## src/rtl/i2s_rx.sv

```systemverilog
// I2S record-path receiver: master clocks toward the codec ADC, deserialises left/right pairs.
// Optional macro I2S_RX_FIFO_EN replaces the single output register with a 4-entry pair FIFO.
module i2s_rx #(
    parameter int unsigned BPS       = 24,
    parameter int unsigned SLOT_BITS = 32,
    parameter int unsigned BCLK_HALF = 24,
    parameter int unsigned MCLK_HALF = 3
) (
    input  logic           in_clk,
    input  logic           in_rst_n,
    input  logic           in_en,
    input  logic           in_RECDAT,
    output logic           out_MCLK,
    output logic           out_BCLK,
    output logic           out_RECLRC,
    output logic [BPS-1:0] out_left,
    output logic [BPS-1:0] out_right,
    output logic           out_valid,
    input  logic           in_ready,
    output logic           out_overrun
);
    localparam int unsigned McW  = $clog2(MCLK_HALF + 1);
    localparam int unsigned BcW  = $clog2(BCLK_HALF + 1);
    localparam int unsigned IdxW = $clog2(SLOT_BITS + 1);

    typedef enum logic {StIdle, StRun} state_e;
    state_e state_q, state_d;

    logic [McW-1:0]  mclk_cnt_q, mclk_cnt_d;
    logic [BcW-1:0]  bclk_cnt_q, bclk_cnt_d;
    logic            mclk_q, mclk_d;
    logic            bclk_q, bclk_d;
    logic            lrc_q, lrc_d;
    logic            lrc_pend_q, lrc_pend_d;
    logic [IdxW-1:0] bit_idx_q, bit_idx_d;
    logic [BPS-1:0]  shift_q, shift_d;
    logic [BPS-1:0]  hold_q, hold_d;
    logic            complete_q, complete_d;

    logic running, mclk_tick, bclk_tick, bclk_rise, bclk_fall;

    always_ff @(posedge in_clk or negedge in_rst_n) begin
        if (!in_rst_n) begin
            state_q <= StIdle;
        end else begin
            state_q <= state_d;
        end
    end

    // The enabling edge only arms the generators; counting starts on the following edge.
    always_comb begin
        state_d = in_en ? StRun : StIdle;
    end

    assign running   = (state_q == StRun) && in_en;
    assign mclk_tick = running && (mclk_cnt_q == McW'(MCLK_HALF - 1));
    assign bclk_tick = running && (bclk_cnt_q == BcW'(BCLK_HALF - 1));
    assign bclk_rise = bclk_tick && !bclk_q;
    assign bclk_fall = bclk_tick && bclk_q;

    always_comb begin
        mclk_cnt_d = '0;
        bclk_cnt_d = '0;
        mclk_d     = 1'b0;
        bclk_d     = 1'b1;
        lrc_d      = 1'b1;
        lrc_pend_d = 1'b0;
        bit_idx_d  = '0;
        shift_d    = '0;
        hold_d     = hold_q;
        complete_d = 1'b0;
        if (running) begin
            mclk_cnt_d = mclk_tick ? '0 : mclk_cnt_q + McW'(1);
            bclk_cnt_d = bclk_tick ? '0 : bclk_cnt_q + BcW'(1);
            mclk_d     = mclk_q ^ mclk_tick;
            bclk_d     = bclk_q ^ bclk_tick;
            lrc_d      = lrc_q;
            lrc_pend_d = lrc_pend_q;
            bit_idx_d  = bit_idx_q;
            shift_d    = shift_q;
            if (bclk_rise) begin
                if (32'(bit_idx_q) < BPS) begin
                    shift_d = {shift_q[BPS-2:0], in_RECDAT};
                end
                if (bit_idx_q == IdxW'(BPS - 1)) begin
                    if (lrc_q) begin
                        hold_d = shift_d;
                    end else begin
                        complete_d = 1'b1;
                    end
                end
                bit_idx_d  = (bit_idx_q == IdxW'(SLOT_BITS - 1)) ? '0 : bit_idx_q + IdxW'(1);
                lrc_pend_d = (bit_idx_q == IdxW'(SLOT_BITS - 1));
            end
            // Frame clock flips on the fall after the last slot bit was captured.
            if (bclk_fall && lrc_pend_q) begin
                lrc_d      = !lrc_q;
                lrc_pend_d = 1'b0;
            end
        end
    end

    always_ff @(posedge in_clk or negedge in_rst_n) begin
        if (!in_rst_n) begin
            mclk_cnt_q <= '0;
            bclk_cnt_q <= '0;
            mclk_q     <= 1'b0;
            bclk_q     <= 1'b1;
            lrc_q      <= 1'b1;
            lrc_pend_q <= 1'b0;
            bit_idx_q  <= '0;
            shift_q    <= '0;
            hold_q     <= '0;
            complete_q <= 1'b0;
        end else begin
            mclk_cnt_q <= mclk_cnt_d;
            bclk_cnt_q <= bclk_cnt_d;
            mclk_q     <= mclk_d;
            bclk_q     <= bclk_d;
            lrc_q      <= lrc_d;
            lrc_pend_q <= lrc_pend_d;
            bit_idx_q  <= bit_idx_d;
            shift_q    <= shift_d;
            hold_q     <= hold_d;
            complete_q <= complete_d;
        end
    end

    assign out_MCLK   = mclk_q;
    assign out_BCLK   = bclk_q;
    assign out_RECLRC = lrc_q;

    logic push, pop, full, overrun_q;
    assign push = complete_q && in_en;
    assign pop  = out_valid && in_ready;

`ifdef I2S_RX_FIFO_EN
    localparam int unsigned Depth = 4;
    logic [BPS-1:0] fifo_l_q [Depth];
    logic [BPS-1:0] fifo_r_q [Depth];
    logic [1:0]     wr_ptr_q, rd_ptr_q;
    logic [2:0]     count_q;
    logic           do_push;

    assign full    = (count_q == 3'd4);
    // When full, the written slot is the head being popped this same edge.
    assign do_push = push && (!full || pop);

    always_ff @(posedge in_clk or negedge in_rst_n) begin
        if (!in_rst_n) begin
            for (int i = 0; i < Depth; i++) begin
                fifo_l_q[i] <= '0;
                fifo_r_q[i] <= '0;
            end
            wr_ptr_q <= '0;
            rd_ptr_q <= '0;
            count_q  <= '0;
        end else begin
            if (do_push) begin
                fifo_l_q[wr_ptr_q] <= hold_q;
                fifo_r_q[wr_ptr_q] <= shift_q;
                wr_ptr_q           <= wr_ptr_q + 2'd1;
            end
            if (pop) begin
                rd_ptr_q <= rd_ptr_q + 2'd1;
            end
            count_q <= count_q + 3'(do_push) - 3'(pop);
        end
    end

    assign out_valid = (count_q != 3'd0);
    assign out_left  = fifo_l_q[rd_ptr_q];
    assign out_right = fifo_r_q[rd_ptr_q];
`else
    logic           valid_q;
    logic [BPS-1:0] left_q, right_q;

    assign full = valid_q;

    always_ff @(posedge in_clk or negedge in_rst_n) begin
        if (!in_rst_n) begin
            valid_q <= 1'b0;
            left_q  <= '0;
            right_q <= '0;
        end else if (push && (!valid_q || pop)) begin
            valid_q <= 1'b1;
            left_q  <= hold_q;
            right_q <= shift_q;
        end else if (pop) begin
            valid_q <= 1'b0;
        end
    end

    assign out_valid = valid_q;
    assign out_left  = left_q;
    assign out_right = right_q;
`endif

    always_ff @(posedge in_clk or negedge in_rst_n) begin
        if (!in_rst_n) begin
            overrun_q <= 1'b0;
        end else if (!in_en) begin
            overrun_q <= 1'b0;
        end else if (push && full && !pop) begin
            overrun_q <= 1'b1;
        end
    end

    assign out_overrun = overrun_q;

endmodule

```

## config.mk

```make
export PLATFORM = sky130hd
export DESIGN_NAME = i2s_rx
export DESIGN_NICKNAME = d
export VERILOG_FILES = /design/src/rtl/i2s_rx.sv
export SDC_FILE = /design/constraint.sdc
export NUM_CORES = 1
export LEC_CHECK = 0
export BUFFER_PORTS_ARGS = -buffer_cell sky130_fd_sc_hd__buf_2
export CAP_MARGIN = 20
export CORE_MARGIN = 2
export CORE_UTILIZATION = 56
export DETAILED_ROUTE_END_ITERATION = 8
export PLACE_DENSITY_LB_ADDON = 0.05
export RECOVER_POWER = 25
export SLEW_MARGIN = 10
export SYNTH_ARGS = -nofsm -noshare
export SYNTH_HDL_FRONTEND = slang
export SYNTH_SLANG_ARGS = --single-unit
export TNS_END_PERCENT = 50
```

## constraint.sdc

```tcl
create_clock -name in_clk -period 2.6 [get_ports in_clk]
set_input_delay 0.52 -clock in_clk [delete_from_list [all_inputs] [get_ports in_clk]]
set_output_delay 0.52 -clock in_clk [all_outputs]
set_load 0.05 [all_outputs]
```

# ---- After elaboration in Yosys (flattened, before gate mapping)
# Index checks and enable logic that the tools add are counted.
dict set report word_totals {
  word_cells 73
  output_inout_bits 53
  in_bits 5
  reg_bits 117
}
dict set report op_classes {
  add_sub_neg 3
  bitwise_logic 2
  n_mux 26
  n_reduce_logical 18
  eq_ne 8
  n_lt_le_gt_ge 1
}
# op n
set ops {}
lappend ops {{$mux 24} 3}
lappend ops {{$mux 6} 3}
lappend ops {{$mux 1} 16}
lappend ops {{$eq 6x5->1 const B} 2}
lappend ops {{$logic_and 1x1->1} 11}
lappend ops {{$mux 5} 2}
lappend ops {{$add 6x1->6 const B} 1}
lappend ops {{$lt 6x5->1 const B} 1}
lappend ops {{$ne 2x1->1 const B} 3}
lappend ops {{$add 5x1->5 const B} 1}
lappend ops {{$eq 5x5->1 const B} 1}
lappend ops {{$logic_not 1->1} 4}
lappend ops {{$mux 2} 2}
lappend ops {{$reduce_and 4->1} 1}
lappend ops {{$ne 3x1->1 const B} 1}
lappend ops {{$add 2x1->2 const B} 1}
lappend ops {{$eq 2x2->1 const B} 1}
lappend ops {{$reduce_bool 2->1} 1}
lappend ops {{$xor 1x1->1} 2}
lappend ops {{$logic_or 1x1->1} 1}

# ---- Logic depth before layout (Yosys ltp)
dict set report depth {
  depth_word 6
  mapped_depth 8
  mapped_depth_nobuf 7
}

# ---- Worst setup path before layout
# Ideal clock, no wire load.
dict set report synth_path {
  kind {input port to flip-flop}
  start {in in_en}
  end {reg hold_q[23]}
  setup_ps 79
  arrival_ps 2161
  path_stages 8
  required_ps 2521
  slack_ps 360
  n_path_buf 2
  cell_sequence {nand2_1 clkbuf_1 nor2_1 ha_1 nand4b_2 nor4_4 buf_6 mux2i_1}
}
dict set report synth_via {
  elab_chain_len 4
}
# element line_no
set synth_lines {}
lappend synth_lines {{start, declared} 11} ;# input logic in_en,
lappend synth_lines {{$logic_and 1x1->1 *} 55} ;# assign running = (state_q == StRun) && in_en;
lappend synth_lines {{$logic_and 1x1->1} 57} ;# assign bclk_tick = running && (bclk_cnt_q == BcW'(BCLK_HALF - 1));
lappend synth_lines {{$logic_and 1x1->1} 58} ;# assign bclk_rise = bclk_tick && !bclk_q;
lappend synth_lines {{$reduce_and 4->1 (no line) *} --}
lappend synth_lines {{end signal, assigned} 124} ;# hold_q <= hold_d;
lappend synth_lines {{end, declared} 37} ;# logic [BPS-1:0] hold_q, hold_d;
# Mark *: on every way between the ends. The rest lies on a longest branch, timed or not.
# A chain may end at the register's enable or synchronous reset.

# ---- Final worst setup path
dict set report layout_path {
  start {reg bclk_cnt_q[0]}
  end {reg hold_q[19]}
}
dict set report layout_via {
  elab_chain_len 4
}
# element line_no
set layout_lines {}
lappend layout_lines {{start, declared} 30} ;# logic [BcW-1:0] bclk_cnt_q, bclk_cnt_d;
lappend layout_lines {{start signal, assigned} 117} ;# bclk_cnt_q <= bclk_cnt_d;
lappend layout_lines {{$eq 5x5->1} 57}
lappend layout_lines {{$logic_and 1x1->1} 57}
lappend layout_lines {{$logic_and 1x1->1} 58}
lappend layout_lines {{$reduce_and 4->1 (no line)} --}
# Every way passes these cells.

==> impl_summary.md <==
Hold path
Along the worst hold path, the cell count comes to 1. For hold timing, the worst endpoint is state_q. The path category of the worst min-delay check is primary input to register.

The start point of the worst hold path is in_en.

CTS
Once the clock tree was built, the setup fixing pass inserted 0 buffers. TritonCTS built the clock tree. After clock tree synthesis, the clock-pin slew on the worst setup and hold paths is 60 ps. The clock latency on the worst-skew pair is 510 ps. The tree is rooted in a clkbuf_8. Buffers inserted during clock tree synthesis total 17. Post-CTS repair changed the size of 0 cells.

The maximum clock insertion buffer count is 2. Clock tree synthesis found a total of 117 sinks. The deepest level of the CTS H-tree is 4.

Route
The detailed-route vias per instance is 5.35. The mean routed wirelength per cell is 15.4 um. The count of unresolved DRC violations after routing is 0.

The final wirelength is 8.60 mm. The DRC violation total after the first TritonRoute iteration is 128. The total via count in the routed design is 2,985. The remaining antenna violation count after routing is 0. Before antenna repair, the detailed router went through 4 iterations.

Die
The region available for standard cell placement spans 0.00830 mm^2. Once the floorplan was initialized, standard cells occupied 58.2% of the core. 58 I/O pins were placed.

The die covers 0.00939 mm^2. From left edge to right edge, the die measures 96.9 um. In this run the core area contains 33 standard-cell rows.

The die is 96.9 um tall.

Yosys
In this run, distinct cell masters in the synthesized netlist total 37. The proportion of synthesized flip-flops having asynchronous set or reset is 100%. The most instantiated flip-flop cell in the synthesis netlist is dfrtp_1. The area fraction of the dominant cell type after synthesis is 59.5%.

The share of the Yosys chip area taken by registers is 60.6%. The cell area that synthesis handed to floorplanning was 0.00483 mm^2. When the netlist entered floorplanning its net count stood at 382. The register bit total from synthesis is 117. The average instance in the mapped netlist occupies 13.0 um^2. The number of enable flip-flop cells after synthesis is 0. After technology mapping, the gate count stands at 373.

Yosys attributes the largest share of cell area to dfrtp_1 60%, mux2_2 11%, mux2i_1 10%. The number of warnings issued by yosys is 0. The cell taking the most area after synthesis is dfrtp_1.

Power
The power density normalized to cell area is 727 mW/mm^2. The worst supply voltage drop on vdd is 0.498 mV. The leakage power figure is 3.16 nW.

Setup path
The worst setup path is of the register to register kind. The startpoint kind of the worst setup timing path is a register. In this run the worst setup path begins at bclk_cnt_q[0]. The worst register-to-register path begins at bclk_cnt_q[0].

For the worst setup path, the data arrival time is 2740 ps. STA classifies the critical path endpoint as a register. The required time reported for the critical path endpoint is 3030 ps. The setup check on the worst reg-to-reg path leaves a slack of 290 ps. In this run the critical register-to-register path is captured at hold_q[19]. Along the worst path, the maximum fanout reaches 18. Measured in cells, the most critical reg-to-reg path has a length of 8.

STA
Setup repair after global routing left no endpoint under its margin. The number of slew-limit violations in the final report is 0. The final count of negative-setup-slack endpoints is 0. For the pin with the worst max-slew slack, the measured transition is 961 ps. The final critical path takes up 88.7% of the cycle. The final hold violation count was 0.

Between clock sinks in the finished design, the worst skew comes to 6.52 ps. The setup slack of the critical path after layout is 295 ps. The clock period minus final worst setup slack is 2310 ps. The highest achievable clock rate is 434 MHz. Summed over all failing endpoints, the final setup total negative slack is 0 ps.

The tightest slew margin relative to the limit is 35.9%.

Finish
The most frequent standard cell in the layout excluding fill and tap cells is dfrtp_1. The library cells used most frequently in the layout, excluding fill and tap cells, are 115 x dfrtp_1, 55 x buf_2, 49 x mux2i_1. The growth of design area from synthesis to finish is 21.6%. Summing all multi-input logic gate instances after layout gives 0.00172 mm^2. After the last flow step, the layout net total stands at 451.

The fraction of layout instances using a drive strength above 1 is 33.1%. The repair_antennas step left the layout with diodes totalling 0. After filler insertion, the fill cell instance count of the layout stands at 597. The register area is 0.00293 mm^2.

Flow run
Max-cap violations in this run came to 0.

GRT
The first global-routing pass estimated 14.9 mm of wire. The total overflow left after global routing is 0. The via count of the first global-routing pass is 3,058. The number of antenna violations at the first check in global routing came to 0. For this run, the total global-route usage over all layers was measured as 19.9%. The largest net degree at the start of global routing is 46.

Place
The worst-case setup slack after placement is 289 ps. The number of port buffers is 57. The weighted congestion reported at the end of routability-driven placement is 0.751.

Summed over all nets, the half-perimeter wirelength after detailed placement is 5.53 mm.

Outcome
The flow ran to the end, and the final reports show no timing, DRC or antenna violations.
-- routing by layer --
metal	vias to the layer above	wire length [um]	track usage, %	share of wire [%]
met4	0	143	8.23	1.7
met5	-	0	0	0
li1	1436	-	-	-
met1	1477	4140	28.0	48
met3	16	305	5.56	3.5
met2	56	4010	29.5	47
-- logic make-up after synthesis --
group	after synthesis	share of synthesized area (%)
DFF	117	60.6
AOI/OAI and AO/OA	60	6.63
xor gates and xnor gates	6	1.09
adders and majority gates	4	1.04
and+or+nand+nor	43	5.13
muxes	97	21.3
buffers and inverters	46	4.17
-- flip-flops by register name (all words and copies together), names as in the netlist, 2 cells and up --
name        flops
bclk_cnt_q      5
bit_idx_q       6
hold_q         24
mclk_cnt_q      2
out_left       24
out_right      24
shift_q        24
-- cell usage after synthesis, types with 3 or more instances --
cell and instances:
mux2i_1 49, mux2_2 48, buf_2 5, ha_1 4, nand3_1 3, inv_1 27, a21oi_1 30, nor2_1 9
xor2_1 3, o21ai_0 24, nand2_1 11, xnor2_1 3, nor2b_1 4, clkbuf_1 10, dfrtp_1 115
-- final cells by class --
| class | instances | share of cell area, % |
|---|---|---|
| multi-input combinational | 210 | 29.2 |
| sequential | 117 | 49.9 |
| clock buffer | 21 | 7.64 |
| clock inverter | 9 | 2.58 |
| inverter | 27 | 1.72 |
| timing repair buffer | 69 | 6.73 |
| tap | 105 | 2.23 |
-- per-stage QoR --
stage	std cells	area, um^2	total power [mW]	hold slack (ps)	utilization (%)
floorplan	373	4830	1.88	224	-
global placement	527	5290	1.93	434	63.7
detailed placement	527	5290	1.93	446	63.7
CTS	558	5900	4.32	158	71.1
global route	558	5880	4.41	214	70.8
finish	558	5880	4.27	204	70.8
-- worst max-delay path by stage --
stage                       endpoint  slack [ps]  cells after the start
after floorplan           hold_q[23]         360                      8
after global placement     hold_q[8]         400                      8
after detailed placement  hold_q[19]         290                      8
after CTS                 hold_q[19]         280                      8
after global routing      shift_q[1]          40                      3
final                     hold_q[19]         290                      8
-- timing repair --
| action | CTS | global route |
|---|---|---|
| endpoints found under the setup margin | 0 | 0 |
| hold endpoints to repair | 36 | 0 |
| hold buffers | 1 | 0 |
-- where the power goes --
| part | leakage, nW | internal [mW] | total (mW) | switching (mW) |
|---|---|---|---|---|
| Combinational | 1.37 | 0.0132 | 0.0641 | 0.0509 |
| Sequential | 1.50 | 1.83 | 1.83 | 0.00248 |
| Clock | 0.294 | 1.59 | 2.38 | 0.785 |
| Total | 3.16 | 3.43 | 4.27 | 0.838 |
-- worst max-delay path, stage by stage (launching register included) --
cell	delay, ps
dfrtp_1	360
ha_1	230
nand4b_1	160
nor2_1	180
ha_2	350
nand4b_2	180
nor4_4	320
buf_12	230
mux2i_1	220
Power figures use the tool's default switching activity.
